===== src/rtl/c432_key_loader.sv =====
// c432_key_loader: serial key-delivery stage for the key-locked c432 netlist.
// Bits are shifted into a shadow register and committed atomically to keyinput.
// Optional feature macro: KEY_LOAD_PARITY_EN (even-parity frame check, fail counter, lockout).
module c432_key_loader #(
    parameter int unsigned KEY_W    = 8,
    parameter int unsigned MAX_FAIL = 3
) (
    input  logic             clk,
    input  logic             rst,
    input  logic             start,
    input  logic             abort,
    input  logic             key_bit,
    input  logic             key_valid,
    output logic             key_ready,
    output logic [KEY_W-1:0] keyinput,
    output logic             key_loaded,
    output logic             load_done,
    output logic             key_err,
    output logic             lockout
);

`ifdef KEY_LOAD_PARITY_EN
    localparam int unsigned N = KEY_W + 1;
`else
    localparam int unsigned N = KEY_W;
`endif
    localparam int unsigned CW = $clog2(KEY_W + 1);
    localparam logic [CW-1:0] LAST = CW'(N - 1);
    localparam logic [CW-1:0] KEYBITS = CW'(KEY_W);

    localparam logic [2:0] st_idle   = 3'd0;
    localparam logic [2:0] st_shift  = 3'd1;
    localparam logic [2:0] st_check  = 3'd2;
    localparam logic [2:0] st_loaded = 3'd3;
    localparam logic [2:0] st_lock   = 3'd4;

    logic [2:0]       state_q, state_d;
    logic [CW-1:0]    count_q, count_d;
    logic [KEY_W-1:0] shadow_q, shadow_d;
    logic [KEY_W-1:0] key_q, key_d;
    logic             loaded_q, loaded_d;
    logic             done_q, done_d;
    logic             err_q, err_d;
    logic             frame_ok;
    logic [2:0]       rest_state;

`ifdef KEY_LOAD_PARITY_EN
    logic       par_q, par_d;
    logic [1:0] fail_q, fail_d;
    logic [1:0] fail_inc;

    // Even parity over the key bits plus the parity bit.
    assign frame_ok = ~(^shadow_q ^ par_q);
    assign fail_inc = fail_q + 2'd1;
`else
    logic unused_cfg;

    assign frame_ok   = 1'b1;
    assign unused_cfg = ^MAX_FAIL;
`endif

    // Abort or a rejected frame falls back to whichever resting state we came from.
    assign rest_state = loaded_q ? st_loaded : st_idle;

    // Next-state and datapath update for the load sequence.
    always_comb begin
        state_d  = state_q;
        count_d  = count_q;
        shadow_d = shadow_q;
        key_d    = key_q;
        loaded_d = loaded_q;
        done_d   = 1'b0;
        err_d    = 1'b0;
`ifdef KEY_LOAD_PARITY_EN
        par_d    = par_q;
        fail_d   = fail_q;
`endif
        case (state_q)
            st_idle, st_loaded: begin
                if (start) begin
                    state_d  = st_shift;
                    count_d  = '0;
                    shadow_d = '0;
`ifdef KEY_LOAD_PARITY_EN
                    par_d    = 1'b0;
`endif
                end
            end
            st_shift: begin
                if (abort) begin
                    state_d = rest_state;
                end else if (key_valid) begin
                    for (int i = 0; i < KEY_W; i++) begin
                        if (count_q == CW'(i)) shadow_d[i] = key_bit;
                    end
`ifdef KEY_LOAD_PARITY_EN
                    if (count_q == KEYBITS) par_d = key_bit;
`endif
                    // Counter saturates at the last bit rather than wrapping.
                    if (count_q == LAST) begin
                        state_d = st_check;
                    end else begin
                        count_d = count_q + 1'b1;
                    end
                end
            end
            st_check: begin
                if (frame_ok) begin
                    key_d    = shadow_q;
                    loaded_d = 1'b1;
                    done_d   = 1'b1;
                    state_d  = st_loaded;
`ifdef KEY_LOAD_PARITY_EN
                    fail_d   = 2'd0;
`endif
                end else begin
                    err_d = 1'b1;
`ifdef KEY_LOAD_PARITY_EN
                    fail_d = fail_inc;
                    if (fail_inc >= 2'(MAX_FAIL)) begin
                        state_d  = st_lock;
                        key_d    = '0;
                        loaded_d = 1'b0;
                    end else begin
                        state_d = rest_state;
                    end
`else
                    state_d = rest_state;
`endif
                end
            end
            st_lock: begin
                state_d = st_lock;
            end
            default: begin
                state_d = st_idle;
            end
        endcase
    end

    // State registers; reset clears the committed key immediately.
    always_ff @(posedge clk or posedge rst) begin
        if (rst) begin
            state_q  <= st_idle;
            count_q  <= '0;
            shadow_q <= '0;
            key_q    <= '0;
            loaded_q <= 1'b0;
            done_q   <= 1'b0;
            err_q    <= 1'b0;
`ifdef KEY_LOAD_PARITY_EN
            par_q    <= 1'b0;
            fail_q   <= 2'd0;
`endif
        end else begin
            state_q  <= state_d;
            count_q  <= count_d;
            shadow_q <= shadow_d;
            key_q    <= key_d;
            loaded_q <= loaded_d;
            done_q   <= done_d;
            err_q    <= err_d;
`ifdef KEY_LOAD_PARITY_EN
            par_q    <= par_d;
            fail_q   <= fail_d;
`endif
        end
    end

    assign key_ready  = (state_q == st_shift);
    assign keyinput   = key_q;
    assign key_loaded = loaded_q;
    assign load_done  = done_q;
`ifdef KEY_LOAD_PARITY_EN
    assign key_err    = err_q;
    assign lockout    = (state_q == st_lock);
`else
    assign key_err    = 1'b0;
    assign lockout    = 1'b0;
`endif

endmodule


===== config.mk =====
export PLATFORM = sky130hd
export DESIGN_NAME = c432_key_loader
export DESIGN_NICKNAME = d
export VERILOG_FILES = /design/src/rtl/c432_key_loader.sv
export SDC_FILE = /design/constraint.sdc
export NUM_CORES = 1
export LEC_CHECK = 0
export BUFFER_PORTS_ARGS = -buffer_cell sky130_fd_sc_hd__buf_2
export CORE_UTILIZATION = 50
export DETAILED_ROUTE_END_ITERATION = 10
export PLACE_DENSITY = 0.72
export SETUP_SLACK_MARGIN = 0.3
export SYNTH_ARGS = -nofsm -noshare
export SYNTH_HDL_FRONTEND = slang
export SYNTH_SLANG_ARGS = --single-unit

===== constraint.sdc =====
create_clock -name clk -period 2.2 [get_ports clk]
set_input_delay 0 -clock clk [delete_from_list [all_inputs] [get_ports clk]]
set_output_delay 0 -clock clk [all_outputs]
set_load 0.02 [all_outputs]

==> summary.json, run 1 <==
{
  "final.min_clock_period_ns": 1.72,
  "ctsHtreeMaxLevel": 1,
  "worst_slack_ns": 0.485,
  "die_height_um": 51.5,
  "synthesis_stage_register_bit_count": 25,
  "wl_per_cell_um": 12.8,
  "timing.critical_path.required_ns": 2.40,
  "dp_cell_count": 161,
  "worst_slew_pin_slew_ns": 0.922,
  "cts.clk_slew.worst_paths_ns": 0.13,
  "cts_root_buffer": "clkbuf_4",
  "clock_sinks": 25,
  "cts_made_buffers": 3,
  "insertedDiodeCount": 0,
  "vias": 919,
  "route.detailed.drc": 0,
  "tritoncts": "yes",
  "clock_latency_of_the_later_clocked_register_in_the_worst_skew_pair_ns": 0.31,
  "setup_crit_end_kind": "flop",
  "synth.yosys.seq_area_share_pct": 51.1,
  "pre_cts_setup_slack_ns": 0.542,
  "library_cells_used_by_synthesis": 31,
  "vdd_drop_max_uv": 703,
  "die_w_um": 51.5,
  "clk_path_buf_depth": 2,
  "grt.met1_usage_pct": 26.4,
  "post_route_cells_drive_above_1_share_pct": 25.2,
  "finalSetupViolations": 0,
  "grt_overflow": 0,
  "port-buffer-count": 16,
  "maxSlewHeadroom_pct": 38.5,
  "quantity_of_hold_fixing_buffers_added_after_cts": 2,
  "maxClockFrequency_ghz": 0.583,
  "grt_start_max_net_pins": 26,
  "post-dp-hpwl_mm": 1.58,
  "die-area_um2": 2650,
  "number_of_global_route_vias_before_repair": 834,
  "grt_busiest_layer": "met2",
  "slew_viol_final": 0,
  "routed_wl_mm": 2.13,
  "outcome": "finished clean",
  "synth_warnings": 0,
  "cts_post_setup_buffers_inserted": 0,
  "timing.clock.skew_ns": 0.00254,
  "placeableCoreArea_um2": 2250,
  "cp-start-kind": "flop",
  "syn_inst": 120,
  "average_cell_area_after_synthesis_um2": 10.2,
  "rsz0062_at_grt": "no",
  "area.growth.synth_to_final_pct": 12.2,
  "met2_usage_pct": 27.9,
  "powerDensity_nw_per_um2": 1070,
  "setup_total_negative_slack_ns": 0,
  "number_of_vias_per_cell": 5.50,
  "post-route-period-util_pct": 78.0,
  "total_leakage_power_nw": 0.690,
  "floorplan.initialDensity_pct": 54.3,
  "worstPathArrival_ns": 1.92,
  "grt_use_total_pct": 18.4,
  "finalHoldViolations": 0,
  "grt.met3_usage_pct": 2.63,
  "stdcell_count": 167,
  "detailedRoute.firstPassIterationCount": 4,
  "placement_rows": 17,
  "global_route_wire_length_before_repair_mm": 3.65,
  "netlist_area_um2": 1220,
  "cts_resized": 0,
  "drv.max_cap_violation_count": 0,
  "initialDrtViolationCount": 18,
  "detail-route-antenna-nets": 0,
  "design.final.nets": 150,
  "timing.setup.critical_path_class": "flop to flop",
  "placer_s_final_routability_congestion_estimate": 0.843,
  "critical_path_peak_fanout": 8,
  "worstHoldPathType": "input pin to flop",
  "top_level_ports": 19,
  "antenna_found_initial": 0
}
[cells by family after synthesis]
kind of cell | synth area share, %
compound gates | 14.6
fa+ha+maj | 4.09
buf+inv | 4.80
flops | 51.1
mux | 9.19
other cells | 0.306
simple gates | 15.9
[layer usage]
layer	wire, µm	vias to the layer above
met5	0	-
met4	17	0
met3	73	2
met2	947	19
met1	1090	438
li1	-	460
[final timing paths]
path	startpoint	end	slack, ns	cells after the start
setup / recovery	state_q[2]	state_q[0]	0.48	4
hold / removal	abort	count_q[3]	0.12	4
setup reg to reg	state_q[2]	state_q[0]	0.48	4
hold reg to reg	keyinput[3]	keyinput[3]	0.52	1
max in group asynchronous	rst	count_q[1]	1.22	3
min in group asynchronous	rst	shadow_q[4]	0.43	3
[worst max-delay path, cell delays in order (launching register included)]
cell	delay, ns
dfrtp_1	0.49
or3b_1	0.41
a311oi_1	0.29
a21oi_1	0.11
mux2_1	0.33
[synthesized netlist by cell type]
| cell | count | area [µm²] |
|---|---|---|
| a21oi_1 | 13 | 65.1 |
| mux2_2 | 8 | 90.1 |
| ha_1 | 4 | 50.1 |
| a311oi_1 | 1 | 8.76 |
| o41ai_1 | 1 | 8.76 |
| nand2b_1 | 1 | 6.26 |
| or3b_2 | 1 | 8.76 |
| dfrtp_1 | 25 | 626 |
| mux2_1 | 2 | 22.5 |
| nor2_2 | 1 | 6.26 |
| nand3_1 | 5 | 25.0 |
| buf_2 | 1 | 5.00 |
| buf_4 | 3 | 22.5 |
| or2_2 | 1 | 6.26 |
| inv_1 | 4 | 15.0 |
| a31oi_1 | 2 | 12.5 |
| or3b_1 | 1 | 8.76 |
| and4_1 | 2 | 17.5 |
| nand2_1 | 17 | 63.8 |
| conb_1 | 1 | 3.75 |
| nor3_1 | 1 | 5.00 |
| a31o_2 | 1 | 8.76 |
| and2_1 | 1 | 6.26 |
| nor2b_1 | 3 | 18.8 |
| o21ai_0 | 13 | 65.1 |
| nand4bb_1 | 1 | 11.3 |
| nor3b_1 | 1 | 7.51 |
| nor2_1 | 1 | 3.75 |
| clkbuf_1 | 2 | 7.51 |
| a32o_1 | 1 | 10.0 |
| clkinv_4 | 1 | 8.76 |
[cells in the final DEF (no fill, tap or decap), drive strengths merged, types with 2 or more instances in the layout]
cell type    count
o21ai           13
dlygate4sd3      2
a31oi            2
nor2             2
clkbuf           3
nand3            5
buf             18
dfrtp           25
inv              4
a21oi           13
mux2            10
nand2           17
conb             2
ha               4
nor2b            3
and4             2
or3b             2
[cell type report]
type	count	area, µm²
fill	197	881
sequential	25	626
multi-input combinational	85	544
timing repair buffer	20	115
tap	28	35.0
inverter	5	23.8
clock buffer	3	22.5
clock inverter	1	7.51
[sequential cells by signal (all words and copies together) (netlist names)]
register    cells
count_q         4
key_loaded      1
load_done       1
keyinput        8
state_q         3
shadow_q        8
[through the flow]
step	utilization, %	instance area, µm²	hold WS (ns)	power, mW
CTS	60.9	1370	0.109	1.48
detailed placement	58.7	1320	0.260	1.28
global placement	58.7	1320	0.242	1.26
floorplan	-	1230	0.0273	1.11
finish	60.9	1370	0.125	1.47
global route	60.9	1370	0.150	1.58
[power by group]
part	switching [mW]	internal, mW
Combinational	0.376	0.256
Clock	0.135	0.0692
Sequential	0.0799	0.554
Note: power is estimated with default switching activity, not from simulation.
==> run 2, diff against run 1 <==
==> constraint.sdc (replaced) <==
create_clock -name clk -period 1.7 [get_ports clk]
set_input_delay 0 -clock clk [delete_from_list [all_inputs] [get_ports clk]]
set_output_delay 0 -clock clk [all_outputs]
set_load 0.02 [all_outputs]
==> summary.json, run 2 (synthesis gave the netlist of run 1 again) <==
{
  "top_level_ports": {"value": 19, "change": "unchanged"},
  "routed_wl": {"value": 2.97, "unit": "mm", "change": "was 2.13 mm"},
  "worstPathArrival": {"value": 1.81, "unit": "ns", "change": "was 1.92 ns"},
  "die_height": {"value": 51.5, "unit": "µm", "change": "unchanged"},
  "final.min_clock_period": {"value": 1.58, "unit": "ns", "change": "was 1.72 ns"},
  "area.growth.synth_to_final": {"value": 35.2, "unit": "%", "change": "was 12.2%"},
  "placement_rows": {"value": 17, "change": "unchanged"},
  "ctsHtreeMaxLevel": {"value": 1, "change": "unchanged"},
  "number_of_global_route_vias_before_repair": {"value": 987, "change": "was 834"},
  "die_w": {"value": 51.5, "unit": "µm", "change": "unchanged"},
  "post-route-period-util": {"value": 93.1, "unit": "%", "change": "was 78.0%"},
  "cpMaxStageDelayCell": {"value": "dfrtp_2", "change": "was dfrtp_1"},
  "clk_path_buf_depth": {"value": 2, "change": "unchanged"},
  "cell_internal_pwr": {"value": 1.44, "unit": "mW", "change": "was 879 µW"},
  "placer_s_final_routability_congestion_estimate": {"value": 0.850, "change": "was 0.843"},
  "setup_total_negative_slack": {"value": 0, "unit": "ns", "change": "unchanged"},
  "post-route-cell-area": {"value": 1660, "unit": "µm²", "change": "was 1370 µm²"},
  "tritoncts": {"value": "yes", "change": "unchanged"},
  "grt_use_total": {"value": 24.3, "unit": "%", "change": "was 18.4%"},
  "finalHoldViolations": {"value": 0, "change": "unchanged"},
  "grt_overflow": {"value": 0, "change": "unchanged"},
  "clockPowerShare": {"value": 11.4, "unit": "%", "change": "was 13.9%"},
  "drv.max_cap_violation_count": {"value": 0, "change": "unchanged"},
  "worst-r2r-cell-count": {"value": 4, "change": "unchanged"},
  "insertedDiodeCount": {"value": 0, "change": "unchanged"},
  "holdPathStages": {"value": 4, "change": "unchanged"},
  "wl_per_cell": {"value": 16.2, "unit": "µm", "change": "was 12.8 µm"},
  "post-dp-hpwl": {"value": 1.75, "unit": "mm", "change": "was 1.58 mm"},
  "cts_root_buffer": {"value": "clkbuf_4", "change": "unchanged"},
  "cp-start-kind": {"value": "flop", "change": "unchanged"},
  "die-area": {"value": 2650, "unit": "µm²", "change": "unchanged"},
  "mostFrequentLayoutCell": {"value": "dfrtp_1", "change": "unchanged"},
  "critical_path_peak_fanout": {"value": 5, "change": "was 8"},
  "power.switching_fraction": {"value": 40.6, "unit": "%", "change": "was 40.2%"},
  "detail-route-antenna-nets": {"value": 0, "change": "unchanged"},
  "r2r_start": {"value": "state_q[0]", "change": "was state_q[2]"},
  "hold_end": {"value": "count_q[2]", "change": "was count_q[3]"},
  "hold_path_startpoint": {"value": "abort", "change": "unchanged"},
  "finalSetupViolations": {"value": 0, "change": "unchanged"},
  "cts.clk_slew.worst_paths": {"value": 0.14, "unit": "ns", "change": "was 0.13 ns"},
  "p_sw": {"value": 986, "unit": "µW", "change": "was 591 µW"},
  "slew_viol_final": {"value": 0, "change": "unchanged"},
  "most-common-layout-cells": {"value": "24 x dfrtp_1, 17 x nand2_1, 15 x buf_2, 13 x buf_4, 11 x a21oi_1", "change": "was 25 x dfrtp_1, 17 x nand2_1, 16 x buf_2, 13 x a21oi_1, 13 x o21ai_0"},
  "grt_start_max_net_pins": {"value": 26, "change": "unchanged"},
  "timing.setup.critical_path_class": {"value": "flop to flop", "change": "unchanged"},
  "ff2ff_setup_slack": {"value": 0.12, "unit": "ns", "change": "was 0.48 ns"},
  "placeableCoreArea": {"value": 2250, "unit": "µm²", "change": "unchanged"},
  "outcome": {"value": "finished clean", "change": "unchanged"},
  "route.detailed.drc": {"value": 0, "change": "unchanged"},
  "detailedRoute.firstPassIterationCount": {"value": 4, "change": "unchanged"},
  "clock_latency_of_the_later_clocked_register_in_the_worst_skew_pair": {"value": 0.32, "unit": "ns", "change": "was 0.31 ns"},
  "crit_path_max_incr_delay": {"value": 0.47, "unit": "ns", "change": "was 0.49 ns"},
  "global_route_wire_length_before_repair": {"value": 4.62, "unit": "mm", "change": "was 3.65 mm"},
  "total_leakage_power": {"value": 0.822, "unit": "nW", "change": "was 0.690 nW"},
  "critical_path.reg2reg.endpoint": {"value": "shadow_q[4]", "change": "was state_q[0]"},
  "rsz0062_at_grt": {"value": "yes", "change": "was no"},
  "cts_made_buffers": {"value": 3, "change": "unchanged"},
  "powerDensity": {"value": 1470, "unit": "nW/µm²", "change": "was 1070 nW/µm²"},
  "vias": {"value": 1067, "change": "was 919"},
  "initialDrtViolationCount": {"value": 43, "change": "was 18"},
  "timing.critical_path.required": {"value": 1.93, "unit": "ns", "change": "was 2.40 ns"},
  "clock_sinks": {"value": 25, "change": "unchanged"},
  "number_of_vias_per_cell": {"value": 5.83, "change": "was 5.50"},
  "vdd_drop_max": {"value": 952, "unit": "µV", "change": "was 703 µV"},
  "worstHoldPathType": {"value": "input pin to flop", "change": "unchanged"},
  "timing.clock.skew": {"value": 0.00516, "unit": "ns", "change": "was 0.00254 ns"},
  "design.final.nets": {"value": 166, "change": "was 150"},
  "antenna_found_initial": {"value": 0, "change": "unchanged"},
  "maxClockFrequency": {"value": 0.632, "unit": "GHz", "change": "was 0.583 GHz"},
  "floorplan.initialDensity": {"value": 54.3, "unit": "%", "change": "unchanged"},
  "post_dp_cell_area": {"value": 1360, "unit": "µm²", "change": "was 1320 µm²"},
  "post_route_cells_drive_above_1_share": {"value": 43.2, "unit": "%", "change": "was 25.2%"},
  "setup_crit_end_kind": {"value": "flop", "change": "unchanged"},
  "cells_along_the_critical_path": {"value": "or3b_4, a31o_2, o21ai_0, nand2_1", "change": "was or3b_1, a311oi_1, a21oi_1, mux2_1"},
  "port-buffer-count": {"value": 16, "change": "unchanged"},
  "combinationalPowerShare": {"value": 54.7, "unit": "%", "change": "was 43.0%"},
  "fill_cells": {"value": 159, "change": "was 197"},
  "seq_power_share": {"value": 33.9, "unit": "%", "change": "was 43.1%"}
}
run 2: cell types whose count changed in the layout (fill, tap and decap cells not counted), sizes merged:
cell  delta
a31o     +1
buf     +15
run 2: power groups by stage:
stage | combinational [mW] | sequential [mW] | clock, mW
floorplan | 0.579 | 0.866 | 0
global placement | 0.844 | 0.817 | 0
detailed placement | 0.880 | 0.828 | 0
CTS | 1.20 | 0.816 | 0.283
global route | 1.43 | 0.838 | 0.294
finish | 1.33 | 0.823 | 0.276
run 2: critical path, delay by kind of cell (launching register included):
kind,cells,cell delay [ns]
DFF,1,0.47
and+or+nand+nor,2,0.51
AOI/OAI and AO/OA,2,0.52
run 2: timing repair:
item                                   4_1_cts  5_1_grt
hold buffers                                 2        0
gates resized for setup                     29       13
pin swaps                                    3        5
endpoints found under the hold margin       26        0
cloned                                       0        1
setup endpoints to repair                   23       24
setup buffers                                9        1
run 2: area by class of cell:
| class | instances | area (µm²) | share of cell area (%) |
|---|---|---|---|
| clock buffers | 3 | 22.5 | 1.36 |
| clock inverters | 1 | 7.51 | 0.453 |
| inverters | 5 | 23.8 | 1.44 |
| multi-input cells | 86 | 692 | 41.8 |
| flip-flops and latches | 25 | 627 | 37.8 |
| well taps | 28 | 35.0 | 2.11 |
| repair buffers | 35 | 249 | 15.0 |
run 2: metrics by stage:
stage / util [%] / power, mW / instances / worst slack, ns / hold WS [ns]
2_1_floorplan: - / 1.44 / 121 / 0.157 / 0.0273
3_3_place_gp: 60.5 / 1.66 / 166 / 0.116 / 0.0582
3_5_place_dp: 60.5 / 1.71 / 166 / 0.0625 / 0.0683
4_1_cts: 70.6 / 2.30 / 181 / 0.101 / 0.112
5_1_grt: 73.5 / 2.56 / 183 / 0.0754 / 0.169
6_report: 73.5 / 2.43 / 183 / 0.117 / 0.123
run 2: worst max-delay path by stage:
stage,startpoint,end,slack [ns],depth (start not counted)
detailed placement,state_q[0],state_q[0],0.06,4
global route,state_q[0],state_q[0],0.08,4
floorplan,state_q[2],state_q[0],0.16,5
finish,state_q[0],shadow_q[4],0.12,4
global placement,state_q[0],count_q[3],0.12,5
CTS,state_q[1],state_q[0],0.10,4
run 2: per-layer routing:
metal,global-route usage [%],up-vias,share of wire (%)
met3,4.09,8,4.5
met1,32.2,528,46
met4,12.2,0,2.4
li1,-,493,-
met2,38.5,38,47
met5,0,-,0
==> run 3, diff against run 2 <==
--- a/config.mk
+++ b/config.mk
@@ -6,9 +6,11 @@
 export NUM_CORES = 1
 export LEC_CHECK = 0
 export BUFFER_PORTS_ARGS = -buffer_cell sky130_fd_sc_hd__buf_2
-export CORE_UTILIZATION = 50
+export CELL_PAD_IN_SITES_DETAIL_PLACEMENT = 1
+export CELL_PAD_IN_SITES_GLOBAL_PLACEMENT = 2
+export CORE_UTILIZATION = 35
 export DETAILED_ROUTE_END_ITERATION = 10
-export PLACE_DENSITY = 0.72
+export PLACE_DENSITY_LB_ADDON = 0.1
 export SETUP_SLACK_MARGIN = 0.3
 export SYNTH_ARGS = -nofsm -noshare
 export SYNTH_HDL_FRONTEND = slang
==> summary.json, run 3 (synthesis gave the netlist of run 1 again) <==
{
  "total_leakage_power": {"value": 0.775, "unit": "nW", "change": "was 0.822 nW"},
  "wl_per_cell": {"value": 15.7, "unit": "µm", "change": "was 16.2 µm"},
  "critical_path_peak_fanout": {"value": 4, "change": "was 5"},
  "finalHoldViolations": {"value": 0, "change": "unchanged"},
  "die_w": {"value": 61.2, "unit": "µm", "change": "was 51.5 µm"},
  "detailedRoute.firstPassIterationCount": {"value": 4, "change": "unchanged"},
  "cts_made_buffers": {"value": 3, "change": "unchanged"},
  "mostFrequentLayoutCell": {"value": "dfrtp_1", "change": "unchanged"},
  "r2r_start": {"value": "state_q[1]", "change": "was state_q[0]"},
  "routed_wl": {"value": 3.05, "unit": "mm", "change": "was 2.97 mm"},
  "critPathLaunch": {"value": "state_q[1]", "change": "was state_q[0]"},
  "hold_ws": {"value": 0.0998, "unit": "ns", "change": "was 0.123 ns"},
  "cts.clk_slew.worst_paths": {"value": 0.15, "unit": "ns", "change": "was 0.14 ns"},
  "final.min_clock_period": {"value": 1.61, "unit": "ns", "change": "was 1.58 ns"},
  "grt.met3_usage": {"value": 3.57, "unit": "%", "change": "was 4.09%"},
  "global_route_wire_length_before_repair": {"value": 4.87, "unit": "mm", "change": "was 4.62 mm"},
  "grt_use_total": {"value": 18.2, "unit": "%", "change": "was 24.3%"},
  "worst-r2r-cell-count": {"value": 4, "change": "unchanged"},
  "cells_along_the_critical_path": {"value": "or3b_4, a311oi_2, a21oi_2, mux2_1", "change": "was or3b_4, a31o_2, o21ai_0, nand2_1"},
  "antenna_found_initial": {"value": 0, "change": "unchanged"},
  "grt_busiest_layer": {"value": "met2", "change": "unchanged"},
  "grt_overflow": {"value": 0, "change": "unchanged"},
  "finalSetupViolations": {"value": 0, "change": "unchanged"},
  "timing.clock.skew": {"value": 0.00219, "unit": "ns", "change": "was 0.00516 ns"},
  "multiInputGateArea": {"value": 661, "unit": "µm²", "change": "was 692 µm²"},
  "powerDensity": {"value": 1460, "unit": "nW/µm²", "change": "was 1470 nW/µm²"},
  "timing.setup.critical_path_class": {"value": "flop to flop", "change": "unchanged"},
  "vias": {"value": 982, "change": "was 1067"},
  "critical_path_depth": {"value": 4, "change": "unchanged"},
  "vdd_drop_max": {"value": 583, "unit": "µV", "change": "was 952 µV"},
  "clock_latency_of_the_later_clocked_register_in_the_worst_skew_pair": {"value": 0.34, "unit": "ns", "change": "was 0.32 ns"},
  "crit_path_max_incr_delay": {"value": 0.47, "unit": "ns", "change": "about the same"},
  "post-route-period-util": {"value": 94.6, "unit": "%", "change": "was 93.1%"},
  "clock_sinks": {"value": 25, "change": "unchanged"},
  "worst_setup_path_endpoint": {"value": "state_q[1]", "change": "was shadow_q[4]"},
  "setup_total_negative_slack": {"value": 0, "unit": "ns", "change": "unchanged"},
  "worstHoldPathType": {"value": "input pin to flop", "change": "unchanged"},
  "critPathTopFamily": {"value": "flip-flops", "change": "was compound AO/OA/AOI/OAI gates"},
  "setup_crit_end_kind": {"value": "flop", "change": "unchanged"},
  "die_height": {"value": 61.2, "unit": "µm", "change": "was 51.5 µm"},
  "hold_path_startpoint": {"value": "abort", "change": "unchanged"},
  "area.growth.synth_to_final": {"value": 30.4, "unit": "%", "change": "was 35.2%"},
  "post_route_cells_drive_above_1_share": {"value": 41.2, "unit": "%", "change": "was 43.2%"},
  "cts_root_buffer": {"value": "clkbuf_4", "change": "unchanged"},
  "placement_rows": {"value": 21, "change": "was 17"},
  "tritoncts": {"value": "yes", "change": "unchanged"},
  "die-area": {"value": 3740, "unit": "µm²", "change": "was 2650 µm²"},
  "rsz0062_at_grt": {"value": "yes", "change": "unchanged"},
  "timing.critical_path.required": {"value": 1.94, "unit": "ns", "change": "was 1.93 ns"},
  "fill_cells": {"value": 386, "change": "was 159"},
  "detail-route-antenna-nets": {"value": 0, "change": "unchanged"},
  "outcome": {"value": "finished clean", "change": "unchanged"},
  "insertedDiodeCount": {"value": 0, "change": "unchanged"},
  "number_of_vias_per_cell": {"value": 5.06, "change": "was 5.83"},
  "clk_path_buf_depth": {"value": 2, "change": "unchanged"},
  "cp_num_buf_inv": {"value": 0, "change": "unchanged"},
  "cp-start-kind": {"value": "flop", "change": "unchanged"},
  "worstPathArrival": {"value": 1.85, "unit": "ns", "change": "was 1.81 ns"},
  "post-dp-hpwl": {"value": 2.04, "unit": "mm", "change": "was 1.75 mm"},
  "maxClockFrequency": {"value": 0.622, "unit": "GHz", "change": "was 0.632 GHz"},
  "most-common-layout-cells": {"value": "23 x dfrtp_1, 17 x nand2_1, 15 x buf_2, 11 x a21oi_1", "change": "was 24 x dfrtp_1, 17 x nand2_1, 15 x buf_2, 13 x buf_4, 11 x a21oi_1"},
  "top_level_ports": {"value": 19, "change": "unchanged"},
  "design.final.nets": {"value": 159, "change": "was 166"},
  "route.detailed.drc": {"value": 0, "change": "unchanged"},
  "ff2ff_setup_slack": {"value": 0.09, "unit": "ns", "change": "was 0.12 ns"},
  "cpMaxStageDelayCell": {"value": "dfrtp_2", "change": "unchanged"},
  "placeableCoreArea": {"value": 3340, "unit": "µm²", "change": "was 2250 µm²"},
  "slew_viol_final": {"value": 0, "change": "unchanged"},
  "port-buffer-count": {"value": 16, "change": "unchanged"},
  "grt_start_max_net_pins": {"value": 26, "change": "unchanged"},
  "number_of_global_route_vias_before_repair": {"value": 965, "change": "was 987"},
  "sequential_cell_area": {"value": 628, "unit": "µm²", "change": "was 627 µm²"},
  "grt.met1_usage": {"value": 25.8, "unit": "%", "change": "was 32.2%"},
  "drv.max_cap_violation_count": {"value": 0, "change": "unchanged"},
  "placer_s_final_routability_congestion_estimate": {"value": 0.765, "change": "was 0.850"},
  "floorplan.initialDensity": {"value": 36.7, "unit": "%", "change": "was 54.3%"},
  "ctsHtreeMaxLevel": {"value": 1, "change": "unchanged"},
  "initialDrtViolationCount": {"value": 48, "change": "was 43"},
  "critical_path.reg2reg.endpoint": {"value": "state_q[1]", "change": "was shadow_q[4]"},
  "met2_usage": {"value": 27.2, "unit": "%", "change": "was 38.5%"}
}
[run 3: layout make-up]
type,instances,area share [%]
multi-input combinational,86,41.3
sequential,25,39.3
timing repair buffer,28,12.4
tap,46,3.60
inverter,5,1.49
clock buffer,3,1.41
clock inverter,1,0.470
[run 3: stage by stage]
step	power, mW	util (%)	setup slack, ns	cells	instance area, µm²
6_report	2.34	47.9	0.0924	194	1600
5_1_grt	2.50	47.9	0.0811	194	1600
4_1_cts	2.19	45.7	0.126	193	1530
3_5_place_dp	1.76	41.9	0.0604	184	1400
3_3_place_gp	1.72	41.9	0.105	184	1400
2_1_floorplan	1.44	-	0.157	121	1240
[run 3: metal layers]
metal / vias up / wire [µm]
met5: - / 0
met4: 0 / 42
met3: 4 / 106
met2: 19 / 1400
met1: 484 / 1500
li1: 475 / -
[run 3: report_power, final]
group | leakage [nW] | internal, mW | switching [mW]
Combinational | 0.429 | 0.553 | 0.654
Clock | 0.0139 | 0.0903 | 0.204
Sequential | 0.332 | 0.721 | 0.114
Total | 0.775 | 1.36 | 0.972
[run 3: worst min-delay path, cell delays in order]
cell	delay, ns
buf_2	0.14
nor2b_1	0.12
nand3_1	0.11
o21ai_1	0.05
[run 3: how the worst min path moves through the flow]
stage / slack (ns) / endpoint / cells past startpoint
2_1_floorplan: 0.03 / count_q[0] / 1
3_3_place_gp: 0.07 / load_done / 3
3_5_place_dp: 0.07 / load_done / 3
4_1_cts: 0.11 / count_q[2] / 4
5_1_grt: 0.14 / count_q[2] / 4
6_report: 0.1 / count_q[2] / 4
[run 3: timing repair]
item	in CTS	in global routing
hold endpoints to repair	26	0
pin swaps	4	5
setup endpoints to repair	22	24
gates cloned	1	0
setup buffers	2	1
resized for setup	13	23
hold buffers	2	0
